$ cat src/rtl/alarm_time_setter.sv
// Button-driven editor for the alarm compare registers, with arm/disarm flag.
// Optional BUTTON_DEBOUNCE_EN adds a per-button stability filter after the synchroniser.
module alarm_time_setter #(
    parameter int FIELD_W         = 2,
    parameter int TIMEOUT_CYCLES  = 64,
    parameter int DEBOUNCE_CYCLES = 4
) (
    input  logic               clk,
    input  logic               reset,
    input  logic               btn_mode,
    input  logic               btn_inc,
    input  logic               btn_set,
    output logic [FIELD_W-1:0] alarm_hours,
    output logic [FIELD_W-1:0] alarm_minutes,
    output logic [FIELD_W-1:0] alarm_seconds,
    output logic               alarm_armed,
    output logic               cfg_update,
    output logic               edit_active,
    output logic [1:0]         edit_field,
    output logic [FIELD_W-1:0] edit_value
);

    localparam int TW = $clog2(TIMEOUT_CYCLES + 1);

    typedef enum logic [1:0] {IDLE, EDIT_H, EDIT_M, EDIT_S} state_t;

    // bit 2 = set, bit 1 = mode, bit 0 = inc
    logic [2:0] sync1, sync2, level, prev, rise;

    always_ff @(posedge clk) begin
        if (!reset) begin
            sync1 <= '0;
            sync2 <= '0;
            prev  <= '0;
        end else begin
            sync1 <= {btn_set, btn_mode, btn_inc};
            sync2 <= sync1;
            prev  <= level;
        end
    end

`ifdef BUTTON_DEBOUNCE_EN
    localparam int DW = $clog2(DEBOUNCE_CYCLES + 1);

    for (genvar i = 0; i < 3; i++) begin : g_deb
        logic [DW-1:0] cnt;

        always_ff @(posedge clk) begin
            if (!reset) begin
                cnt      <= '0;
                level[i] <= 1'b0;
            end else if (sync2[i] == level[i]) begin
                cnt <= '0;
            end else if (cnt == DW'(DEBOUNCE_CYCLES - 1)) begin
                cnt      <= '0;
                level[i] <= sync2[i];
            end else begin
                cnt <= cnt + DW'(1);
            end
        end
    end
`else
    assign level = sync2;
`endif

    assign rise = level & ~prev;

    logic ev_set, ev_mode, ev_inc;

    assign ev_set  = rise[2];
    assign ev_mode = rise[1] & ~rise[2];
    assign ev_inc  = rise[0] & ~rise[1] & ~rise[2];

    state_t             state, state_n;
    logic [TW-1:0]      tcnt, tcnt_n;
    logic [FIELD_W-1:0] sh_h, sh_m, sh_s;
    logic [FIELD_W-1:0] sh_h_n, sh_m_n, sh_s_n;
    logic [FIELD_W-1:0] hours_n, minutes_n, seconds_n;
    logic               armed_n, commit;
    logic [1:0]         field_n;
    logic [FIELD_W-1:0] value_n;

    always_ff @(posedge clk) begin
        if (!reset) begin
            state         <= IDLE;
            tcnt          <= '0;
            sh_h          <= '0;
            sh_m          <= '0;
            sh_s          <= '0;
            alarm_hours   <= '0;
            alarm_minutes <= '0;
            alarm_seconds <= '0;
            alarm_armed   <= 1'b0;
            cfg_update    <= 1'b0;
            edit_active   <= 1'b0;
            edit_field    <= 2'd0;
            edit_value    <= '0;
        end else begin
            state         <= state_n;
            tcnt          <= tcnt_n;
            sh_h          <= sh_h_n;
            sh_m          <= sh_m_n;
            sh_s          <= sh_s_n;
            alarm_hours   <= hours_n;
            alarm_minutes <= minutes_n;
            alarm_seconds <= seconds_n;
            alarm_armed   <= armed_n;
            cfg_update    <= commit;
            edit_active   <= (state_n != IDLE);
            edit_field    <= field_n;
            edit_value    <= value_n;
        end
    end

    always_comb begin
        state_n   = state;
        tcnt_n    = tcnt;
        sh_h_n    = sh_h;
        sh_m_n    = sh_m;
        sh_s_n    = sh_s;
        hours_n   = alarm_hours;
        minutes_n = alarm_minutes;
        seconds_n = alarm_seconds;
        armed_n   = alarm_armed;
        commit    = 1'b0;

        unique case (state)
            IDLE: begin
                tcnt_n = '0;
                if (ev_set) begin
                    armed_n = ~alarm_armed;
                end else if (ev_mode) begin
                    state_n = EDIT_H;
                    sh_h_n  = alarm_hours;
                    sh_m_n  = alarm_minutes;
                    sh_s_n  = alarm_seconds;
                end
            end
            default: begin
                if (ev_set) begin
                    state_n   = IDLE;
                    tcnt_n    = '0;
                    hours_n   = sh_h;
                    minutes_n = sh_m;
                    seconds_n = sh_s;
                    armed_n   = 1'b1;
                    commit    = 1'b1;
                end else if (ev_mode) begin
                    tcnt_n = '0;
                    unique case (state)
                        EDIT_H:  state_n = EDIT_M;
                        EDIT_M:  state_n = EDIT_S;
                        default: state_n = EDIT_H;
                    endcase
                end else if (ev_inc) begin
                    tcnt_n = '0;
                    unique case (state)
                        EDIT_H:  sh_h_n = sh_h + FIELD_W'(1);
                        EDIT_M:  sh_m_n = sh_m + FIELD_W'(1);
                        default: sh_s_n = sh_s + FIELD_W'(1);
                    endcase
                end else if (tcnt == TW'(TIMEOUT_CYCLES - 1)) begin
                    // abandoned edit: committed values and arm flag untouched
                    state_n = IDLE;
                    tcnt_n  = '0;
                    sh_h_n  = '0;
                    sh_m_n  = '0;
                    sh_s_n  = '0;
                end else begin
                    tcnt_n = tcnt + TW'(1);
                end
            end
        endcase
    end

    always_comb begin
        field_n = 2'd0;
        value_n = '0;
        unique case (state_n)
            EDIT_H: begin
                field_n = 2'd1;
                value_n = sh_h_n;
            end
            EDIT_M: begin
                field_n = 2'd2;
                value_n = sh_m_n;
            end
            EDIT_S: begin
                field_n = 2'd3;
                value_n = sh_s_n;
            end
            default: begin
                field_n = 2'd0;
                value_n = '0;
            end
        endcase
    end

endmodule

$ cat config.mk
export PLATFORM = sky130hd
export DESIGN_NAME = alarm_time_setter
export DESIGN_NICKNAME = d
export VERILOG_FILES = /design/src/rtl/alarm_time_setter.sv
export SDC_FILE = /design/constraint.sdc
export NUM_CORES = 1
export LEC_CHECK = 0
export ABC_CLOCK_PERIOD_IN_PS = 3100
export BUFFER_PORTS_ARGS = -buffer_cell sky130_fd_sc_hd__clkbuf_2
export CAP_MARGIN = 10
export CORE_MARGIN = 4
export CORE_UTILIZATION = 55
export CTS_CLUSTER_SIZE = 10
export DETAILED_ROUTE_END_ITERATION = 12
export GPL_ROUTABILITY_DRIVEN = 0
export PLACE_DENSITY = 0.74
export SKIP_CTS_REPAIR_TIMING = 1
export SLEW_MARGIN = 25
export SYNTH_ARGS = -nofsm -noshare
export SYNTH_HDL_FRONTEND = slang
export SYNTH_SLANG_ARGS = --single-unit
$ cat constraint.sdc
create_clock -name clk -period 3.1 [get_ports clk]
set_input_delay 0.155 -clock clk [delete_from_list [all_inputs] [get_ports clk]]
set_output_delay 0.155 -clock clk [all_outputs]
set_load 0.01 [all_outputs]
# Yosys cells after proc, flatten, opt, wreduce, memory -nomap -nowiden

Index checks and enable logic that the tools add are counted.

Multiplexer cells: 38
Shift-type cells: 0
Div/mod/pow operators: 0
Add/sub/neg operators: 4
Eq/ne operators: 6
$mul: 0
Reduce and logical (&&, ||, !) cells: 6
Bitwise gates (word level): 10
Order comparisons: 0

Operators with widths:

| cell                                          | number |
|---|---|
| 2-to-1 mux 2 bit                              | 31 |
| case mux 2 bit (3 select lines)               | 2 |
| adder 7 x 1 -> 7 bit, second input constant   | 1 |
| == test 7 x 6 -> 1 bit, second input constant | 1 |
| adder 2 x 1 -> 2 bit, second input constant   | 3 |
| == test 2 bit, second input constant          | 3 |
| OR reduction 6 bit                            | 1 |
| inverter 1 bit                                | 5 |
| == test 2 x 1 -> 1 bit, second input constant | 2 |
| 2-to-1 mux 1 bit                              | 4 |
| case mux 2 bit (2 select lines)               | 1 |
| OR reduction 2 bit                            | 2 |
| AND 1 bit                                     | 3 |
| AND 3 bit                                     | 1 |
| inverter 3 bit                                | 1 |
| logical NOT 2 bit                             | 1 |
| AND reduction 2 bit                           | 1 |
| nonzero test 2 bit                            | 1 |

Bits in writable memories: 0
Latch bits: 0
Logic and storage cells: 80
Bits in registers: 37
Output and inout bits: 13
Memories kept: 0
Memory bits (read-only): 0

# Longest topological paths before layout

Gate-level depths: netlist (run 1).

Depth in word-level cells: 11
Gate-level depth with buffers: 8
Mapped depth without buffers: 8

# Least setup slack after synthesis (run 1)

No wires, ideal clock.

Path type: reg-to-reg
Start point: register state[0]
End point: register edit_value[0]
Library setup time: 92 ps
Stages on the path, launching flop included: 8
Path buffers: 0
Required time: 3008 ps
Arrival: 1891 ps
Path slack: 1117 ps
Cell sequence: dfxtp_1 > inv_1 > ha_1 > or4_4 > o311ai_2 > a31oi_1 > mux2_2 > o32ai_1

Cells in the longest elaborated chain, start to end: 8

RTL lines:

| what                                                           | RTL line | RTL |
|---|---|---|
| from (decl)                                                    | 74       | `state_t state, state_n;` |
| from (signal assigned)                                         | 99       | `state <= state_n;` |
| == test 2 bit / == test 2 x 1 -> 1 bit (equally long branches) | 150, 157 |  |
| OR reduction 2 bit (no source line)                            | --       |  |
| 2-to-1 mux 2 bit                                               | 157      | `unique case (state)` |
| 2-to-1 mux 2 bit                                               | 155      | `end else if (ev_inc) begin` |
| 2-to-1 mux 2 bit                                               | 148      | `end else if (ev_mode) begin` |
| 2-to-1 mux 2 bit                                               | 140      | `if (ev_set) begin` |
| 2-to-1 mux 2 bit                                               | 127      | `unique case (state)` |
| case mux 2 bit (3 select lines) *                              | 179      | `unique case (state_n)` |
| to (signal assigned)                                           | 111      | `edit_value <= value_n;` |
| to (decl)                                                      | 20       | `output logic [FIELD_W-1:0] edit_value` |

Mark *: on every way between the ends. The rest lies on a longest branch, timed or not.
A chain may end at the register's enable or synchronous reset.

# Worst setup path in the final report (run 1)

Start point: register prev[2]
End point: register edit_value[1]

Cells in the longest elaborated chain, start to end: 10

RTL lines:

| what                                                           | RTL line | RTL |
|---|---|---|
| from (decl)                                                    | 28       | `logic [2:0] sync1, sync2, level, prev, rise;` |
| from (signal assigned)                                         | 38       | `prev <= level;` |
| inverter 3 bit *                                               | 66       | `assign rise = level & ~prev;` |
| AND 3 bit *                                                    | 66       |  |
| inverter 1 bit                                                 | 71, 72   |  |
| AND 1 bit                                                      | 72       | `assign ev_inc = rise[0] & ~rise[1] & ~rise[2];` |
| 2-to-1 mux 2 bit                                               | 155      |  |
| 2-to-1 mux 2 bit                                               | 148      |  |
| 2-to-1 mux 2 bit                                               | 140      |  |
| 2-to-1 mux 2 bit                                               | 127      |  |
| == test 2 bit / == test 2 x 1 -> 1 bit (equally long branches) | 179      |  |
| case mux 2 bit (3 select lines) *                              | 179      |  |

Marks and branches as above.

==> results of run 1 <==
-- critical path, stage by stage, from the launching register on --
cell and delay, ps:
dfxtp_1 390, nand2b_1 510, nand2_1 330, o2bb2ai_1 200
a21oi_1 450, mux2_4 350, o32ai_2 140
-- cell families after synthesis --
kind of cell             Yosys count
AO/OA/AOI/OAI                     38
buffers and inverters             16
multiplexers                       4
adder cells (fa/ha/maj)            4
flip-flops                        36
AND/OR/NAND/NOR                   72
XOR/XNOR                           4
-- power by group --
part           switching [mW]  internal [mW]
Combinational          0.0587         0.0280
Sequential            0.00627          0.474
Clock                   0.150          0.108
Total                   0.215          0.610
-- path summary, 6_finish.rpt --
kind,slack [ps],to,from
max,640,edit_value[1]$_SDFF_PN0_,prev[2]$_SDFF_PN0_
min,10,sync1[2]$_SDFF_PN0_,btn_set
max reg2reg,640,edit_value[1]$_SDFF_PN0_,prev[2]$_SDFF_PN0_
min reg2reg,440,level[2]$_SDFF_PN0_,sync1[2]$_SDFF_PN0_
-- Yosys cell counts, types with 4 or more instances --
master	number
dfxtp_1	36
inv_1	4
o211ai_1	4
clkbuf_1	5
nor2_1	21
nand4_1	7
a21oi_1	9
and2_1	8
o21ai_0	10
ha_1	4
nand2_1	12
a31oi_1	4
nand3_1	5
nand2b_1	4
-- metrics by stage --
stage	instance area, um2	utilization, %	instances	power, mW	setup WS, ps
2_1_floorplan	1590	-	174	0.560	1120
3_3_place_gp	1650	59.9	211	0.571	862
3_5_place_dp	1650	59.9	211	0.574	723
4_1_cts	1710	62.2	219	0.825	677
5_1_grt	1720	62.3	219	0.862	445
6_report	1720	62.3	219	0.825	639
-- final cells by class --
type                       instances  area [um2]
fill                             246        1040
multi-input combinational        122         792
sequential                        36         721
timing repair buffer              17        85.1
clock buffer                       6        51.3
tap                               31        38.8
inverter                           5        18.8
clock inverter                     2        10.0
-- metal layers --
layer | wire length [um] | vias up | share of wire [%]
met4 | 129 | 0 | 4.1
met3 | 204 | 14 | 6.5
met1 | 1310 | 593 | 42
li1 | - | 640 | -
met2 | 1490 | 60 | 47
met5 | 0 | - | 0
-- layout by cell type (no fill, tap or decap), types with 2 or more instances in the layout --
cell,count
xnor2_1,2
mux2_2,3
and2_1,8
nand2b_1,4
o311ai_2,2
clkbuf_2,17
dfxtp_1,36
o21ai_0,10
or4_4,2
a21oi_1,9
nand4_1,7
inv_1,4
nand2_1,12
a31oi_1,4
xor2_1,2
clkbuf_4,5
o211ai_1,4
clkinv_2,2
nor3_1,3
o311ai_0,2
nor2b_1,3
nor2_1,21
nand3_1,5
ha_1,3
-- flip-flops by register name (all words and copies together) (netlist names), 3 cells and up --
| register | count |
|---|---|
| sync1 | 3 |
| tcnt | 7 |
| level | 3 |
| prev | 3 |
==> impl_results.md, run 1 <==
* Diode count at 0
* #FFs+latches synth at 36
* Via count at roughly 1,300
* Post-synth top area cell: dfxtp_1
* Initial antenna violation count at 0
* Fin. Hold Viols at 0
* First-pass GRT wire length at just over 5 mm
* Gate Count Post-Synth at around 170
* Max Cap Viol at 0
* Routed Antenna Nets at 0
* Reg2reg path depth at 6
* I/O pin count at 18
* Min cycle time layout at approximately 2500 ps
* Slew @ Worst Pin at 596 ps
* Share of the synthesized area in the top cell type at 45.2%
* RSZ-0062 raised after global routing: false
* Highest Clock Rate at about 410 MHz
* Synth Cell Area at 0.00159 mm2
* Multiplexer share of the synthesized area at 3.06%
* Synth Area in Compound Gates at about 17%
* First DRT Iteration DRCs at 101
* Period utilisation layout at approximately four fifths
* Max-slew violation count at 0
* Largest family of logic cells by synthesized area: simple AND/OR/NAND/NOR gates
* TNS Setup at 0 ps
* Worst Path Arrival at 2700 ps
* Largest net degree at the start of global routing at 33
* Worst EP required at about 3300 ps
* Crit-path max FO at 17
* Leakage at approximately 0.64 nW
* Post-synth EDFFs at 0
* Cell row count at 19
* Max-slew headroom at between 60 and 70%
* Post-DP HPWL at about 2.2 mm
* DIE AREA at between 0.003 and 0.004 mm2
* M3 GR Usage at 4.55%
* Synth Area in XOR/XNOR at under 10%
* Initial Utilization at between 50% and 60%
* CORE AREA at between 0.002 and 0.003 mm2
* GR Overflow Total at 0
* PwrDens at between 400 and 500 mW/mm2
* Vias in the first global route at ~1,200
* Async set-or-reset flop fraction in the synthesized netlist at 0%
* Synth Flop Type: dfxtp_1
* Hold Crit Class: in -> reg
* TritonCTS clock tree: done
* Area grow syn2layout at 7.78%
* Number of remaining DRC errors at 0
* CTS root buf: clkbuf_4
* Unique masters post-synth at 41
* CTS H-tree lvls at 2
* Die X-Extent at slightly above 60 um
* Final wirelength at 3.14 mm
* Met2 Usage GRT at 28.3%
* Hold depth at 2
* Register area share after synthesis at 45.2%
* CTS Buffer Depth at 2
* WL per Instance at about 14 um
* Final hold slack at 13.2 ps
* Synth Area in Simple Gates at 24.4%
* Most used routing layer: met2
* Clock sink count at 36
* Gr usage total at between 10% and 20%
* Synth Net Count at about 180
* Setup crit end kind: register
* Setup-failing EPs final at 0
* Post-Synth Adder-Cell Area at 3.14%
* Synth warn at 0
* Synth Area per Inst at between 9 and 10 um2
* Status: finished clean
* Final worst clock skew at between 10 and 15 ps
* CP Launch Type: register
* TritonCTS Buffers at 5
* DR pass1 iterations at 4
* Layout cells sized above 1 at between 20% and 30%
* Routed vias/inst at approximately 6
* Kind of critical path: reg -> reg
* Routing usage on met1 at 22.5%
* Clock-pin slew on the worst setup and hold paths at 110 ps
* Skew-Pair Late Insertion Delay at between 300 and 400 ps
* Peak VDD IR at about 370 uV
* Die H at 61.8 um
* Buffers on Ports at 17
* Synth area leaders: dfxtp_1 (45%), nor2_1 (4.9%), and2_1 (3.1%), ha_1 (3.1%), o21ai_0 (3.1%)
* Nets at about 200
Power figures use the tool's default switching activity.
==> run 2, diff against run 1 <==
--- a/config.mk
+++ b/config.mk
@@ -5,7 +5,7 @@
 export SDC_FILE = /design/constraint.sdc
 export NUM_CORES = 1
 export LEC_CHECK = 0
-export ABC_CLOCK_PERIOD_IN_PS = 3100
+export ABC_CLOCK_PERIOD_IN_PS = 2410
 export BUFFER_PORTS_ARGS = -buffer_cell sky130_fd_sc_hd__clkbuf_2
 export CAP_MARGIN = 10
 export CORE_MARGIN = 4
==> constraint.sdc (replaced) <==
create_clock -name clk -period 2.41 [get_ports clk]
set_input_delay 0.1205 -clock clk [delete_from_list [all_inputs] [get_ports clk]]
set_output_delay 0.1205 -clock clk [all_outputs]
set_load 0.01 [all_outputs]
==> run 2 against run 1 <==
Against the previous run:
- worst setup slack worse by 370 ps
- the flow now finishes with violations (negative hold slack)
- sequential share of layout area down 0.90 points
- critical path type unchanged
- worst hold slack worse by 27 ps
- critical path depth grew 1
- highest routed layer unchanged
- wire length is 1.2% lower
- non-clock buffer count is 5 higher
- utilization is 1.4 points higher
- final area grew 2.2%
==> impl_results.md, run 2 (synthesis gave the netlist of run 1 again) <==
* CTS H-tree lvls at 2 (unchanged)
* Reg2reg setup slack at 270 ps (-370 ps)
* Die X-Extent at 61.8 um (unchanged)
* CP Launch Type: register
* Final hold slack at -13.5 ps (-26.7 ps)
* Finished Layout Cells at 224 (+2.3%)
* Combinational share of power at 11.0% (+0.5 points)
* Final worst slack at 268 ps (-370 ps)
* WL per Instance at 13.8 um (-3.4%)
* Fill cells at 257 (+4.5%)
* DR pass1 iterations at 4 (unchanged)
* Net Sw Power at 270 uW (+26%)
* Max Cap Viol at 0 (unchanged)
* Max-slew headroom at 63.9% (+3.6 points)
* Worst EP required at 2670 ps (-670 ps)
* Highest Clock Rate at 467 MHz (+15%)
* DIE AREA at 0.00382 mm2 (unchanged)
* Setup crit end kind: register
* Min cycle time layout at 2140 ps (-320 ps)
* Placed cell count at 214 (+1.4%)
* Worst Path Arrival at 2400 ps (-300 ps)
* Sw frac at 25.4% (-0.68 points)
* Final wirelength at 3.10 mm (-1.2%)
* CTS Buffer Depth at 2 (unchanged)
* Nets at 201 (+2.6%)
* Layout cells sized above 1 at 19.7% (-0.52 points)
* Core Util, Final at 63.6% (+1.4 points)
* RSZ-0062 raised after global routing: false
* Crit-path max FO at 4 (-13)
* Leading cell type in the layout, fill and taps excluded: dfxtp_1
* Reg area at 721 um2 (unchanged)
* GR Overflow Total at 0 (unchanged)
* Fin. Hold Viols at 1 (+1)
* Die H at 61.8 um (unchanged)
* Hold Crit Class: in -> reg
* Cell row count at 19 (unchanged)
* Status: finished with violations
* Gr usage total at 18.6% (+0.048 points)
* Via count at 1,302 (-0.38%)
* Vias in the first global route at 1,137 (-3.6%)
* TritonCTS Buffers at 5 (unchanged)
* Clock-pin slew on the worst setup and hold paths at 100 ps (about the same)
* Largest net degree at the start of global routing at 28 (-15%)
* Design Area, Final at 0.00175 mm2 (+2.2%)
* PwrDens at 606 mW/mm2 (+26%)
* Worst Setup Slack post-DPL at 297 ps (-426 ps)
* Final Power at 1.06 mW (+29%)
* I/O pin count at 18 (unchanged)
* Multi-input gate area at 790 um2 (-0.32%)
* Post-DP HPWL at 2.28 mm (+3.2%)
* Initial antenna violation count at 0 (unchanged)
* Max-slew violation count at 0 (unchanged)
* First DRT Iteration DRCs at 95 (-5.9%)
* Period utilisation layout at 88.9% (+9.5 points)
* Number of remaining DRC errors at 0 (unchanged)
* First-pass GRT wire length at 5.10 mm (-1.5%)
* Kind of critical path: reg -> reg
* CTS root buf: clkbuf_4
* Peak VDD IR at 546 uV (+48%)
* Area grow syn2layout at 10.1%
* Routed Antenna Nets at 0 (unchanged)
* Slew @ Worst Pin at 540 ps (-55.8 ps)
* TritonCTS clock tree: done
* Leakage at 0.655 nW (+2.6%)
* Clock Power Share at 31.0% (-0.3 points)
* Most frequent cells in the layout: dfxtp_1 (36), nor2_1 (21), clkbuf_2 (17), nand2_1 (12), o21ai_0 (10)
* TNS Setup at 0 ps (unchanged)
* Int Pwr at 793 uW (+30%)
* Post-DP Area at 0.00168 mm2 (+1.4%)
* Flop pwr share at 58.0% (-0.2 points)
* Routed vias/inst at 5.81 (-2.6%)
* Largest Register: tcnt
* Final worst clock skew at 11.5 ps (+1.26 ps)
* Failing checks: negative hold slack
* Max FFs per register at 7 (unchanged)
* Diode count at 0 (unchanged)
* Skew-Pair Late Insertion Delay at 340 ps (about the same)
* Initial Utilization at 57.8% (unchanged)
* Clock sink count at 36 (unchanged)
* Setup-failing EPs final at 0 (unchanged)
* Buffers on Ports at 17 (unchanged)
* CORE AREA at 0.00276 mm2 (unchanged)
run 2: cell types whose count changed in the layout (fill, tap and decap cells not counted), sizes merged:
cell / change
dlygate4sd3: +2
clkbuf: +2
buf: +3
clkinv: -2
run 2: cell type report:
| class | count | area share [%] |
|---|---|---|
| repair buffers | 22 | 7.28 |
| clock buffers | 8 | 3.35 |
| well taps | 31 | 2.21 |
| multi-input cells | 122 | 45.0 |
| inverters | 5 | 1.07 |
| flip-flops and latches | 36 | 41.1 |
run 2: path summary, 6_finish.rpt:
path / start / cells after the start / to
max: state[0]$_SDFF_PN0_ / 7 / edit_value[0]$_SDFF_PN0_
min: btn_inc / 2 / sync1[0]$_SDFF_PN0_
max reg2reg: state[0]$_SDFF_PN0_ / 7 / edit_value[0]$_SDFF_PN0_
min reg2reg: sync1[1]$_SDFF_PN0_ / 1 / level[1]$_SDFF_PN0_
run 2: worst max-delay path, stage by stage (launching register included):
cell and delay (ps):
dfxtp_1 380, inv_1 90, ha_1 340, or4_4 550, o311ai_2 220, a31oi_1 90, mux2_2 290, o32ai_1 90
run 2: routing by layer:
metal  track usage (%)  wire (um)  vias up  part of all wire [%]
li1                  -          -      655                     -
met1              21.8       1390      606                    45
met2              30.8       1470       32                    47
met3              6.82        164        9                   5.3
met4              7.27         76        0                   2.5
met5                 0          0        -                     0
run 2: power groups by stage:
stage	clock network (mW)	registers, mW	logic [mW]
after floorplan	0	0.632	0.0885
after global placement	0	0.630	0.110
after detailed placement	0	0.631	0.114
after CTS	0.335	0.617	0.114
after global routing	0.362	0.620	0.130
final	0.330	0.617	0.117
==> run 3, diff against run 2 <==
--- a/config.mk
+++ b/config.mk
@@ -8,12 +8,14 @@
 export ABC_CLOCK_PERIOD_IN_PS = 2410
 export BUFFER_PORTS_ARGS = -buffer_cell sky130_fd_sc_hd__clkbuf_2
 export CAP_MARGIN = 10
+export CORE_ASPECT_RATIO = 0.75
 export CORE_MARGIN = 4
 export CORE_UTILIZATION = 55
 export CTS_CLUSTER_SIZE = 10
 export DETAILED_ROUTE_END_ITERATION = 12
 export GPL_ROUTABILITY_DRIVEN = 0
 export PLACE_DENSITY = 0.74
+export REMOVE_ABC_BUFFERS = 1
 export SKIP_CTS_REPAIR_TIMING = 1
 export SLEW_MARGIN = 25
 export SYNTH_ARGS = -nofsm -noshare
==> run 3 against run 2 <==
Against the previous run:
- the run now ends clean
- die area grew 0.23%
- final area grew 1.4%
- clock-buffer cell count is the same
- wire length grew 6.0%
- via count grew 3.1%
- sequential power is essentially flat
- critical path depth shrank 1
- non-clock buffer count shrank 1
- global-route usage shrank 0.19 points
==> impl_results.md, run 3 (synthesis gave the netlist of run 1 again) <==
* Max-slew violation count at 0 (unchanged)
* Placed cell count at 220 (+2.8%)
* Gr usage total at 18.4% (-0.19 points)
* Skew-Pair Late Insertion Delay at 280 ps (-60 ps)
* WL per Instance at 14.4 um (+4.2%)
* Area grow syn2layout at 11.7%
* Leakage at 0.663 nW (+1.4%)
* Final worst clock skew at 3.52 ps (-7.95 ps)
* Vias in the first global route at 1,239 (+9.0%)
* Max-slew headroom at 56.4% (-7.5 points)
* Finished Layout Cells at 228 (+1.8%)
* Setup crit end kind: register
* Setup-failing EPs final at 0 (unchanged)
* Initial Utilization at 59.4% (+1.6 points)
* Post-DP Area at 0.00169 mm2 (+0.82%)
* Max FFs per register at 7 (unchanged)
* Highest Clock Rate at 439 MHz (-6.1%)
* Hold depth at 2 (unchanged)
* TritonCTS clock tree: done
* TNS Setup at 0 ps (unchanged)
* Die X-Extent at 70.1 um (+13%)
* Endpoint, Worst Hold: sync1[1]$_SDFF_PN0_
* Via count at 1,343 (+3.1%)
* I/O pin count at 18 (unchanged)
* CTS Buffer Depth at 2 (unchanged)
* Hold Crit Class: in -> reg
* Routed vias/inst at 5.89 (+1.3%)
* Largest Register: tcnt
* Reg2reg path depth at 6 (-1)
* Clock-pin slew on the worst setup and hold paths at 60 ps (-40 ps)
* Kind of critical path: reg -> reg
* Reg2reg setup slack at 130 ps (-140 ps)
* R2R Path Start: level[1]$_SDFF_PN0_
* Clock sink count at 36 (unchanged)
* Buffers on Ports at 17 (unchanged)
* CORE AREA at 0.00268 mm2 (-2.7%)
* Peak VDD IR at 348 uV (-36%)
* Routed Antenna Nets at 0 (unchanged)
* Post-DP HPWL at 2.35 mm (+2.7%)
* R2R Path End: edit_value[1]$_SDFF_PN0_
* Largest net degree at the start of global routing at 27 (-3.6%)
* Layout cells sized above 1 at 20.3% (+0.62 points)
* Slew @ Worst Pin at 653 ps (+113 ps)
* Worst Setup Slack post-DPL at 271 ps (-26.1 ps)
* Status: finished clean
* CTS root buf: clkbuf_8
* Initial antenna violation count at 0 (unchanged)
* TritonCTS Buffers at 5 (unchanged)
* Worst EP required at 2600 ps (-70 ps)
* Final wirelength at 3.29 mm (+6.0%)
* GR Overflow Total at 0 (unchanged)
* Leading cell type in the layout, fill and taps excluded: dfxtp_1
* Design Area, Final at 0.00178 mm2 (+1.4%)
* DR pass1 iterations at 4 (unchanged)
* Number of remaining DRC errors at 0 (unchanged)
* DIE AREA at 0.00383 mm2 (+0.23%)
* Diode count at 0 (unchanged)
* Final worst slack at 130 ps (-138 ps)
* Most frequent cells in the layout: dfxtp_1 (36), nor2_1 (21), clkbuf_2 (17), nand2_1 (12), o21ai_0 (10)
* Worst Path Arrival at 2470 ps (+70 ps)
* Cell row count at 16 (-3)
* Fin. Hold Viols at 0 (-1)
* Hold Path Origin: btn_mode
* CTS H-tree lvls at 2 (unchanged)
* First-pass GRT wire length at 5.45 mm (+6.9%)
* Nets at 200 (-0.50%)
* Die H at 54.6 um (-12%)
* CP Launch Type: register
* RSZ-0062 raised after global routing: false
* Period utilisation layout at 94.6% (+5.7 points)
* Final hold slack at 44.7 ps (+58.2 ps)
* First DRT Iteration DRCs at 111 (+17%)
* PwrDens at 652 mW/mm2 (+7.6%)
* Crit-path max FO at 8 (+4)
* Min cycle time layout at 2280 ps (+138 ps)
* Max Cap Viol at 0 (unchanged)
-- run 3: cell type report --
type                       instances  area (um2)
sequential                        36         721
tap                               36        45.0
fill                             224         903
inverter                           5        18.8
timing repair buffer              21         115
clock buffer                       8        90.1
multi-input combinational        122         790
-- run 3: per-layer routing --
metal | vias up | part of all wire [%] | GRT usage [%]
met1 | 640 | 44 | 21.7
met4 | 0 | 1.2 | 8.28
li1 | 645 | - | -
met5 | - | 0 | 0
met2 | 51 | 48 | 32.3
met3 | 7 | 6.5 | 4.95
-- run 3: worst max-delay path by stage --
stage | start | endpoint
finish | level[1]$_SDFF_PN0_ | edit_value[1]$_SDFF_PN0_
global route | level[1]$_SDFF_PN0_ | edit_value[0]$_SDFF_PN0_
CTS | level[1]$_SDFF_PN0_ | edit_value[1]$_SDFF_PN0_
detailed placement | level[1]$_SDFF_PN0_ | edit_value[1]$_SDFF_PN0_
global placement | level[1]$_SDFF_PN0_ | edit_value[0]$_SDFF_PN0_
floorplan | state[0]$_SDFF_PN0_ | edit_value[0]$_SDFF_PN0_
-- run 3: where the power goes --
part | internal (mW) | switching [mW]
clock | 0.233 | 0.190
sequential | 0.610 | 0.00852
combinational | 0.0391 | 0.0803
total | 0.882 | 0.279
-- run 3: critical path, stage by stage (launching register included) --
cell and delay [ps]:
dfxtp_1 340, nor2b_1 550, nor2_1 170, a21oi_1 480, a31oi_1 220, mux2_4 320
o32ai_2 110
-- run 3: stage by stage --
stage / util [%] / total power, mW
floorplan: - / 0.707
global placement: 63.0 / 0.743
detailed placement: 63.0 / 0.748
CTS: 66.3 / 1.17
global route: 66.3 / 1.21
finish: 66.3 / 1.16
